<file path="src/rtl/rvfi_commit_sequencer.sv">
// RVFI commit sequencer: serialises multi-port commit records into a single in-order stream
// and stops the simulation after ecall or a cycle timeout, once the buffer has drained.

package rvfi_commit_pkg;

    typedef struct packed {
        logic        valid;
        logic [63:0] order;
        logic [31:0] insn;
        logic        trap;
        logic        halt;
        logic        intr;
        logic [1:0]  mode;
        logic [1:0]  ixl;
        logic [4:0]  rs1_addr;
        logic [4:0]  rs2_addr;
        logic [31:0] rs1_rdata;
        logic [31:0] rs2_rdata;
        logic [4:0]  rd_addr;
        logic [31:0] rd_wdata;
        logic [31:0] pc_rdata;
        logic [31:0] pc_wdata;
        logic [31:0] mem_addr;
        logic [3:0]  mem_rmask;
        logic [3:0]  mem_wmask;
        logic [31:0] mem_rdata;
        logic [31:0] mem_wdata;
    } rvfi_instr_t;

endpackage

module rvfi_commit_sequencer
    import rvfi_commit_pkg::*;
#(
    parameter int unsigned NR_COMMIT_PORTS = 2,
    parameter int unsigned DEPTH           = 8,
    localparam int unsigned PW = (NR_COMMIT_PORTS > 1) ? $clog2(NR_COMMIT_PORTS) : 1,
    localparam int unsigned AW = $clog2(DEPTH),
    localparam int unsigned LW = $clog2(DEPTH) + 1
) (
    input  logic              clk_i,
    input  logic              rst_ni,
    input  rvfi_instr_t       rvfi_i [NR_COMMIT_PORTS],
    input  logic [31:0]       timeout_cycles_i,
    output rvfi_instr_t       out_rvfi_o,
    output logic [PW-1:0]     out_port_o,
    output logic              out_valid_o,
    input  logic              out_ready_i,
    output logic [LW-1:0]     fifo_level_o,
    output logic              overflow_o,
    output logic [31:0]       drop_cnt_o,
    output logic              timeout_o,
    output logic              halt_o
);

    localparam logic [31:0] ECALL_INSN = 32'h0000_0073;

    typedef enum logic [1:0] {
        ST_RUN   = 2'd0,
        ST_DRAIN = 2'd1,
        ST_DONE  = 2'd2
    } state_t;

    state_t        r_state;
    state_t        w_state_next;

    rvfi_instr_t   r_mem      [DEPTH];
    logic [PW-1:0] r_port_mem [DEPTH];
    logic [AW-1:0] r_wr_ptr;
    logic [AW-1:0] r_rd_ptr;
    logic [LW-1:0] r_level;
    logic [31:0]   r_cycle_cnt;
    logic [31:0]   r_drop_cnt;
    logic          r_overflow;
    logic          r_timeout;

    logic [NR_COMMIT_PORTS-1:0] w_elig;
    logic [AW-1:0] w_waddr [NR_COMMIT_PORTS];
    logic [LW-1:0] w_n;
    logic [LW-1:0] w_free;
    logic [LW-1:0] w_push_cnt;
    logic [32:0]   w_drop_sum;
    logic          w_ecall_any;
    logic          w_capture_en;
    logic          w_push_ok;
    logic          w_drop;
    logic          w_pop;
    logic          w_ecall_hit;
    logic          w_timeout_hit;
    logic          w_halt;

    for (genvar gi = 0; gi < NR_COMMIT_PORTS; gi++) begin : g_elig
        assign w_elig[gi] = rvfi_i[gi].valid | rvfi_i[gi].trap;
    end

    // Running count of eligible ports gives each record its slot after the write pointer.
    always_comb begin
        w_n         = '0;
        w_ecall_any = 1'b0;
        for (int i = 0; i < int'(NR_COMMIT_PORTS); i++) begin
            w_waddr[i] = r_wr_ptr + w_n[AW-1:0];
            w_n        = w_n + LW'(w_elig[i]);
            if (rvfi_i[i].valid && (rvfi_i[i].insn == ECALL_INSN)) begin
                w_ecall_any = 1'b1;
            end
        end
    end

    // A pop in the same cycle does not free room for this cycle's capture.
    assign w_free        = LW'(DEPTH) - r_level;
    assign w_push_ok     = w_capture_en && (w_n <= w_free);
    assign w_drop        = w_capture_en && (w_n > w_free);
    assign w_push_cnt    = w_push_ok ? w_n : '0;
    assign w_pop         = (r_level != '0) && out_ready_i;
    assign w_ecall_hit   = w_push_ok && w_ecall_any;
    assign w_timeout_hit = (timeout_cycles_i != 32'd0) && (r_cycle_cnt > timeout_cycles_i);
    assign w_drop_sum    = {1'b0, r_drop_cnt} + 33'(w_n);

    always_ff @(posedge clk_i) begin
        for (int i = 0; i < int'(NR_COMMIT_PORTS); i++) begin
            if (w_push_ok && w_elig[i]) begin
                r_mem[w_waddr[i]]      <= rvfi_i[i];
                r_port_mem[w_waddr[i]] <= PW'(i);
            end
        end
    end

    always_ff @(posedge clk_i or negedge rst_ni) begin
        if (!rst_ni) begin
            r_wr_ptr <= '0;
            r_rd_ptr <= '0;
            r_level  <= '0;
        end else begin
            r_wr_ptr <= r_wr_ptr + w_push_cnt[AW-1:0];
            r_rd_ptr <= r_rd_ptr + AW'(w_pop);
            r_level  <= r_level + w_push_cnt - LW'(w_pop);
        end
    end

    always_ff @(posedge clk_i or negedge rst_ni) begin
        if (!rst_ni) begin
            r_cycle_cnt <= '0;
            r_drop_cnt  <= '0;
            r_overflow  <= 1'b0;
            r_timeout   <= 1'b0;
        end else begin
            if (r_cycle_cnt != 32'hFFFF_FFFF) begin
                r_cycle_cnt <= r_cycle_cnt + 32'd1;
            end
            if (w_drop) begin
                r_drop_cnt <= w_drop_sum[32] ? 32'hFFFF_FFFF : w_drop_sum[31:0];
                r_overflow <= 1'b1;
            end
            // An ecall in the same cycle takes precedence, so the timeout flag stays clear.
            if ((r_state == ST_RUN) && !w_ecall_hit && w_timeout_hit) begin
                r_timeout <= 1'b1;
            end
        end
    end

    always_ff @(posedge clk_i or negedge rst_ni) begin
        if (!rst_ni) begin
            r_state <= ST_RUN;
        end else begin
            r_state <= w_state_next;
        end
    end

    always_comb begin
        w_state_next = r_state;
        case (r_state)
            ST_RUN: begin
                if (w_ecall_hit || w_timeout_hit) begin
                    w_state_next = ST_DRAIN;
                end
            end
            ST_DRAIN: begin
                if (r_level == '0) begin
                    w_state_next = ST_DONE;
                end
            end
            ST_DONE:  w_state_next = ST_DONE;
            default:  w_state_next = ST_RUN;
        endcase
    end

    always_comb begin
        w_capture_en = 1'b0;
        w_halt       = 1'b0;
        case (r_state)
            ST_RUN:  w_capture_en = 1'b1;
            ST_DONE: w_halt       = 1'b1;
            default: ;
        endcase
    end

    assign out_valid_o  = (r_level != '0);
    assign out_rvfi_o   = out_valid_o ? r_mem[r_rd_ptr] : '0;
    assign out_port_o   = out_valid_o ? r_port_mem[r_rd_ptr] : '0;
    assign fifo_level_o = r_level;
    assign overflow_o   = r_overflow;
    assign drop_cnt_o   = r_drop_cnt;
    assign timeout_o    = r_timeout;
    assign halt_o       = w_halt;

endmodule
</file>
<file path="config.mk">
export PLATFORM = sky130hd
export DESIGN_NAME = rvfi_commit_sequencer
export DESIGN_NICKNAME = d
export VERILOG_FILES = /design/src/rtl/rvfi_commit_sequencer.sv
export SDC_FILE = /design/constraint.sdc
export NUM_CORES = 2
export LEC_CHECK = 0
export CAP_MARGIN = 10
export CORE_MARGIN = 10
export CORE_UTILIZATION = 35
export DETAILED_ROUTE_END_ITERATION = 7
export HOLD_SLACK_MARGIN = 0.15
export SETUP_SLACK_MARGIN = 0.5
export SYNTH_ARGS = -nofsm -noshare
export SYNTH_HDL_FRONTEND = slang
export SYNTH_SLANG_ARGS = --single-unit
</file>
<file path="constraint.sdc">
create_clock -name clk_i -period 28.4 [get_ports clk_i]
set_input_delay 7.1 -clock clk_i [delete_from_list [all_inputs] [get_ports clk_i]]
set_output_delay 7.1 -clock clk_i [all_outputs]
set_load 0.01 [all_outputs]
</file>
# Word level (Yosys, flattened, before mapping)
# Memories as Yosys holds them, arrays and structs flattened.
# Index checks and enable logic that the tools add are counted.
dict set report totals {
  reg_bits 78
  ramBits 3072
  inputBits 801
  output_inout_bits 424
  elab_cells 64
  mem_count 2
}
# name words width read_ports rd_clocked_by_memory_dff write_ports line_no
set mem_list {}
lappend mem_list {r_mem 8 383 1 0 2 67} ;# rvfi_instr_t r_mem [DEPTH];
lappend mem_list {r_port_mem 8 1 1 0 2 68} ;# logic [PW-1:0] r_port_mem [DEPTH];
dict set report classes {
  add_sub_neg 9
  n_lt_le_gt_ge 3
  eq_ne 7
  mux 15
  bitwise_logic 2
  reduce_logical 18
}
# op n
set ops {}
lappend ops {{$mux W383} 1}
lappend ops {{$eq A32 B7 Y1 const B} 2}
lappend ops {{$add A32 B2 Y33} 1}
lappend ops {{$add A32 B1 Y32 const B} 1}
lappend ops {{$gt A32 B32 Y1} 1}
lappend ops {{$mux W32} 1}
lappend ops {{$ne A32 B32 Y1 const B} 1}
lappend ops {{$reduce_bool A32 Y1} 1}
lappend ops {{$logic_and A1 B1 Y1} 11}
lappend ops {{$mux W1} 9}
lappend ops {{$add A3 B1 Y3} 2}
lappend ops {{$mux W2} 3}
lappend ops {{$pmux W2 S3} 1}
lappend ops {{$add A4 B2 Y4} 1}
lappend ops {{$gt A2 B4 Y1} 1}
lappend ops {{$le A2 B4 Y1} 1}
lappend ops {{$logic_not A4 Y1} 1}
lappend ops {{$reduce_bool A4 Y1} 1}
lappend ops {{$sub A4 B1 Y4} 1}
lappend ops {{$sub A4 B4 Y4 const A} 1}
lappend ops {{$add A3 B2 Y3} 1}
lappend ops {{$add A1 B1 Y2} 1}
lappend ops {{$eq A2 B1 Y1 const B} 1}
lappend ops {{$eq A2 B2 Y1 const B} 1}
lappend ops {{other kinds (7)} 8}

# Logic depth before layout (Yosys ltp)
dict set report depth {
  depth_word 8
  depth_mapped 18
  ltp_nobuf 17
}

# Worst setup path after synthesis
# Ideal clock, no wire load.
dict set report synth_path {
  kind {input to register}
  start {input rvfi_i[382] in the netlist's numbering}
  end {memory r_mem[3][0] in the netlist's numbering (enable)}
  arrival_time_ns 18.632
  setup_slack_ns 8.952
  stages 15
  n_path_buf 4
  cell_sequence {clkbuf_1 -> nor2_1 -> inv_1 -> ha_1 -> ha_1 -> nor2b_1 -> a2bb2oi_1 -> o211ai_2 -> nand2_2 -> nor3b_4 -> and3_1 -> buf_6 -> buf_8 -> buf_6 -> nand2b_1}
}
# item line_no
set synth_lines {}
lappend synth_lines {{start: declaration} 43} ;# input rvfi_instr_t rvfi_i [NR_COMMIT_PORTS],
lappend synth_lines {{end: declaration} 67}

==> flow_metrics.tcl <==
set metrics [dict create \
    status "completed" \
    fin_worst_skew_ns 0.0572 \
    p_per_area_nw_per_um2 103 \
    cpMaxStageDelayCell "nand2_4" \
    clk_path_buf_depth 4 \
    clk_pin_slew_worst_paths_ns 0.06 \
    crit_path_cell_trace "clkdlybuf4s50_1 -> nor2_1 -> inv_1 -> ha_1 -> ha_1 -> nor2b_1 -> a2bb2oi_1 -> o211ai_2 -> nand2_2 -> nor3b_4 -> nand2_4 -> nand2_4 -> buf_4 -> buf_4 -> buf_4 -> buf_4 -> buf_4" \
    drive_gt1_share_pct 42.0 \
    start_util_pct 35.1 \
    postCtsSetupRepairBufs 0 \
    critical_path.max_stage_delay_ns 1.12 \
    clock_latency_ns 0.96 \
    period_share_pct 52.2 \
    routed_wirelength_um 512000 \
    fin_area_um2 192000 \
    postCtsResizedCells 0 \
    synth-seq-cells 3150 \
    grt_pass1_vias 95600 \
    synth_cell_types 63 \
    async_reset_ff_share_pct 2.48 \
    gp_congestion 0.811 \
    period_minus_slack_ns 14.83 \
    leakagePower_nw 65.5 \
    grt_first_pass_wirelength_um 731000 \
    ys.flop_type "edfxtp_1" \
    tightest_slew_ns 1.34 \
    vias_per_cell 5.49 \
    syn_to_final_growth_pct 17.4 \
    max_freq_mhz 67.4 \
    rr_worst_depth 16 \
    crit_cells 17 \
    final_cell_count_no_fill 16600 \
    cts_hold_buf 0 \
    crit_type "primary input to flip-flop" \
    core_um2 467000 \
    hold_viol_final 0 \
    wl_per_cell_um 30.8 \
    rows 251 \
    io_pins 1225 \
    die_y_um 704 \
    gr-total-overflow 0 \
    yosysWarningCount 0 \
    final_nets 10900 \
    slew_viol_final 0 \
    ant_nets 0 \
    syn-num-nets 9700 \
    path_common_cell "buf_4" \
    syn_inst 8843 \
    cts-buffers-inserted 365 \
    slew_headroom_pct 10.7 \
    arrival_ns 15.39 \
    die_x_um 704 \
    hp-class "flip-flop to flip-flop" \
    drc 0 \
    hold_depth 1 \
    synth_area_per_cell_um2 18.5 \
    post-route-util_pct 41.2 \
    cp-end-kind "flip-flop" \
    path_max_fanout 51 \
    antenna_found_initial 219 \
    maxCapViolCount 0 \
    cp.required_ns 28.96 \
    dr.pass1.iters 5 \
    grtUsageTotal_pct 19.8 \
    clkSinkCount 3150 \
    synth_edf_count 3064 \
    first_iter_violations 7496 \
    htree_levels 5 \
    grt_max_degree 148 \
    dieArea_um2 496000 \
    rsz0062_at_grt "no" \
    ys_seq_area_share_pct 57.4 \
    cts_root_buf "clkbuf_16" \
    ir_worst_vdd_uv 91.4 \
    crit_buf_inv 7 \
    place_area_um2 181000 \
    dr_total_vias 91200 \
    io_buffer_count 1224 \
    synth_area_um2 164000 \
    dp_hpwl_um 319000 \
    fin_setup_tns_ns 0 \
    cpLargestDelayFamily "buffers and inverters" \
    setup_viol 0 \
    cts_tree "built" \
    cp-start-kind "primary input" \
    placed_cells 15800 \
]
==> cells by family (layout without fill, tap and decap cells) <==
logic type / after synthesis / after routing / share of synthesized area (%)
mux: 4224 / 4224 / 36.8
buf+inv: 669 / 2136 / 3.10
fa+ha+maj: 56 / 56 / 0.441
other cells: 0 / 108 / 0
flops: 3150 / 3150 / 57.4
simple gates: 625 / 625 / 1.73
compound gates: 66 / 66 / 0.266
xor+xnor: 53 / 53 / 0.283
==> synth_stat cells, drive strengths merged, types with 26 or more instances <==
library cell	n	area share [%]
nor2	409	0.94
inv	64	0.15
xnor2	26	0.14
buf	474	2.7
xor2	27	0.14
nand3	27	0.082
mux2i	384	2.3
mux2	3072	24
mux4	768	11
and3	26	0.099
dfrtp	78	1.2
nand4	31	0.12
clkbuf	131	0.30
ha	53	0.40
nand2	56	0.13
edfxtp	3064	56
==> area by class of cell <==
type / instances / area [µm²]
antenna: 108 / 270
clock buffer: 477 / 9710
clock inverter: 190 / 1620
fill: 41500 / 275000
inverter: 64 / 240
multi-input combinational: 5024 / 64900
sequential: 3150 / 94100
tap: 6198 / 7750
timing repair buffer: 1405 / 13900
==> routing by layer <==
layer,vias to the layer above,global-route usage [%],wire (µm)
met3,880,3.72,30600
met2,3090,33.2,252000
met4,94,6.52,16400
met5,-,0,600
met1,49000,25.7,212000
li1,38200,-,-
==> sequential cells by signal, summed over array words and instances (netlist names) <==
signal and count:
r_port_mem 8, r_mem 3064, timeout_o 1, overflow_o 1
r_state 2, drop_cnt_o 32, r_wr_ptr 3, r_rd_ptr 3
r_cycle_cnt 32, fifo_level_o 4
==> stage by stage <==
step                      total power, mW  hold WS, ns  worst slack, ns
final                                19.9        0.459            13.57
after global routing                 20.6        0.475            13.31
after CTS                            20.1        0.451            13.62
after detailed placement             15.6        0.437            12.57
after global placement               15.4        0.435            12.60
after floorplan                      12.5        0.421             8.95
==> path summary, 6_finish.rpt <==
path | startpoint | end | slack [ns]
setup reg to reg | fifo_level_o[0] | r_mem[1][178] | 20.40
hold / removal | r_port_mem[3] | r_port_mem[3] | 0.46
setup / recovery | rvfi_i[765] | r_mem[1][178] | 13.57
max in group asynchronous | rst_ni | r_rd_ptr[1] | 21.23
hold reg to reg | r_port_mem[3] | r_port_mem[3] | 0.46
min in group asynchronous | rst_ni | r_cycle_cnt[22] | 6.11
==> worst reg2reg max path, cell delays in order (launching register included) <==
cell and delay, ns:
dfrtp_1 0.49, inv_1 0.08, ha_1 0.28, inv_1 0.04, ha_1 0.31, nor2b_1 0.14, a2bb2oi_1 0.16, o211ai_2 0.11
nand2_2 0.15, nor3b_4 0.42, nand2_4 0.70, nand2_4 1.14, buf_4 0.75, buf_4 0.69, buf_4 0.60, buf_4 0.89
buf_4 0.60
==> power breakdown <==
group / internal, mW / leakage (nW) / switching, mW
clock: 2.57 / 5.51 / 1.96
combinational: 3.79 / 31.1 / 4.65
sequential: 6.61 / 28.9 / 0.295
total: 13.0 / 65.5 / 6.91
==> cell usage in the layout, fill, tap and decap left out, types with 5 or more instances in the layout <==
cell type,count
and3_1,22
inv_1,64
bufinv_16,17
edfxtp_1,3064
o21ai_0,13
clkinv_16,6
clkinvlp_4,6
nand4_1,30
dfrtp_1,75
diode_2,108
mux2i_1,384
ha_1,53
clkbuf_1,101
clkinv_8,9
mux4_2,768
and4_1,12
a21o_1,11
mux2_4,1217
clkinv_2,55
nor2_1,409
xnor2_1,26
nor4_1,19
xor2_1,27
nand2b_4,7
mux2_2,1646
nor3_1,5
clkbuf_8,7
dfxtp_1,8
inv_6,8
a21oi_1,20
buf_4,158
mux2_1,209
buf_12,23
clkdlybuf4s50_1,1223
nand2_1,50
clkbuf_16,369
nand3_1,27
clkinv_1,85
Note: power is estimated with default switching activity, not from simulation.
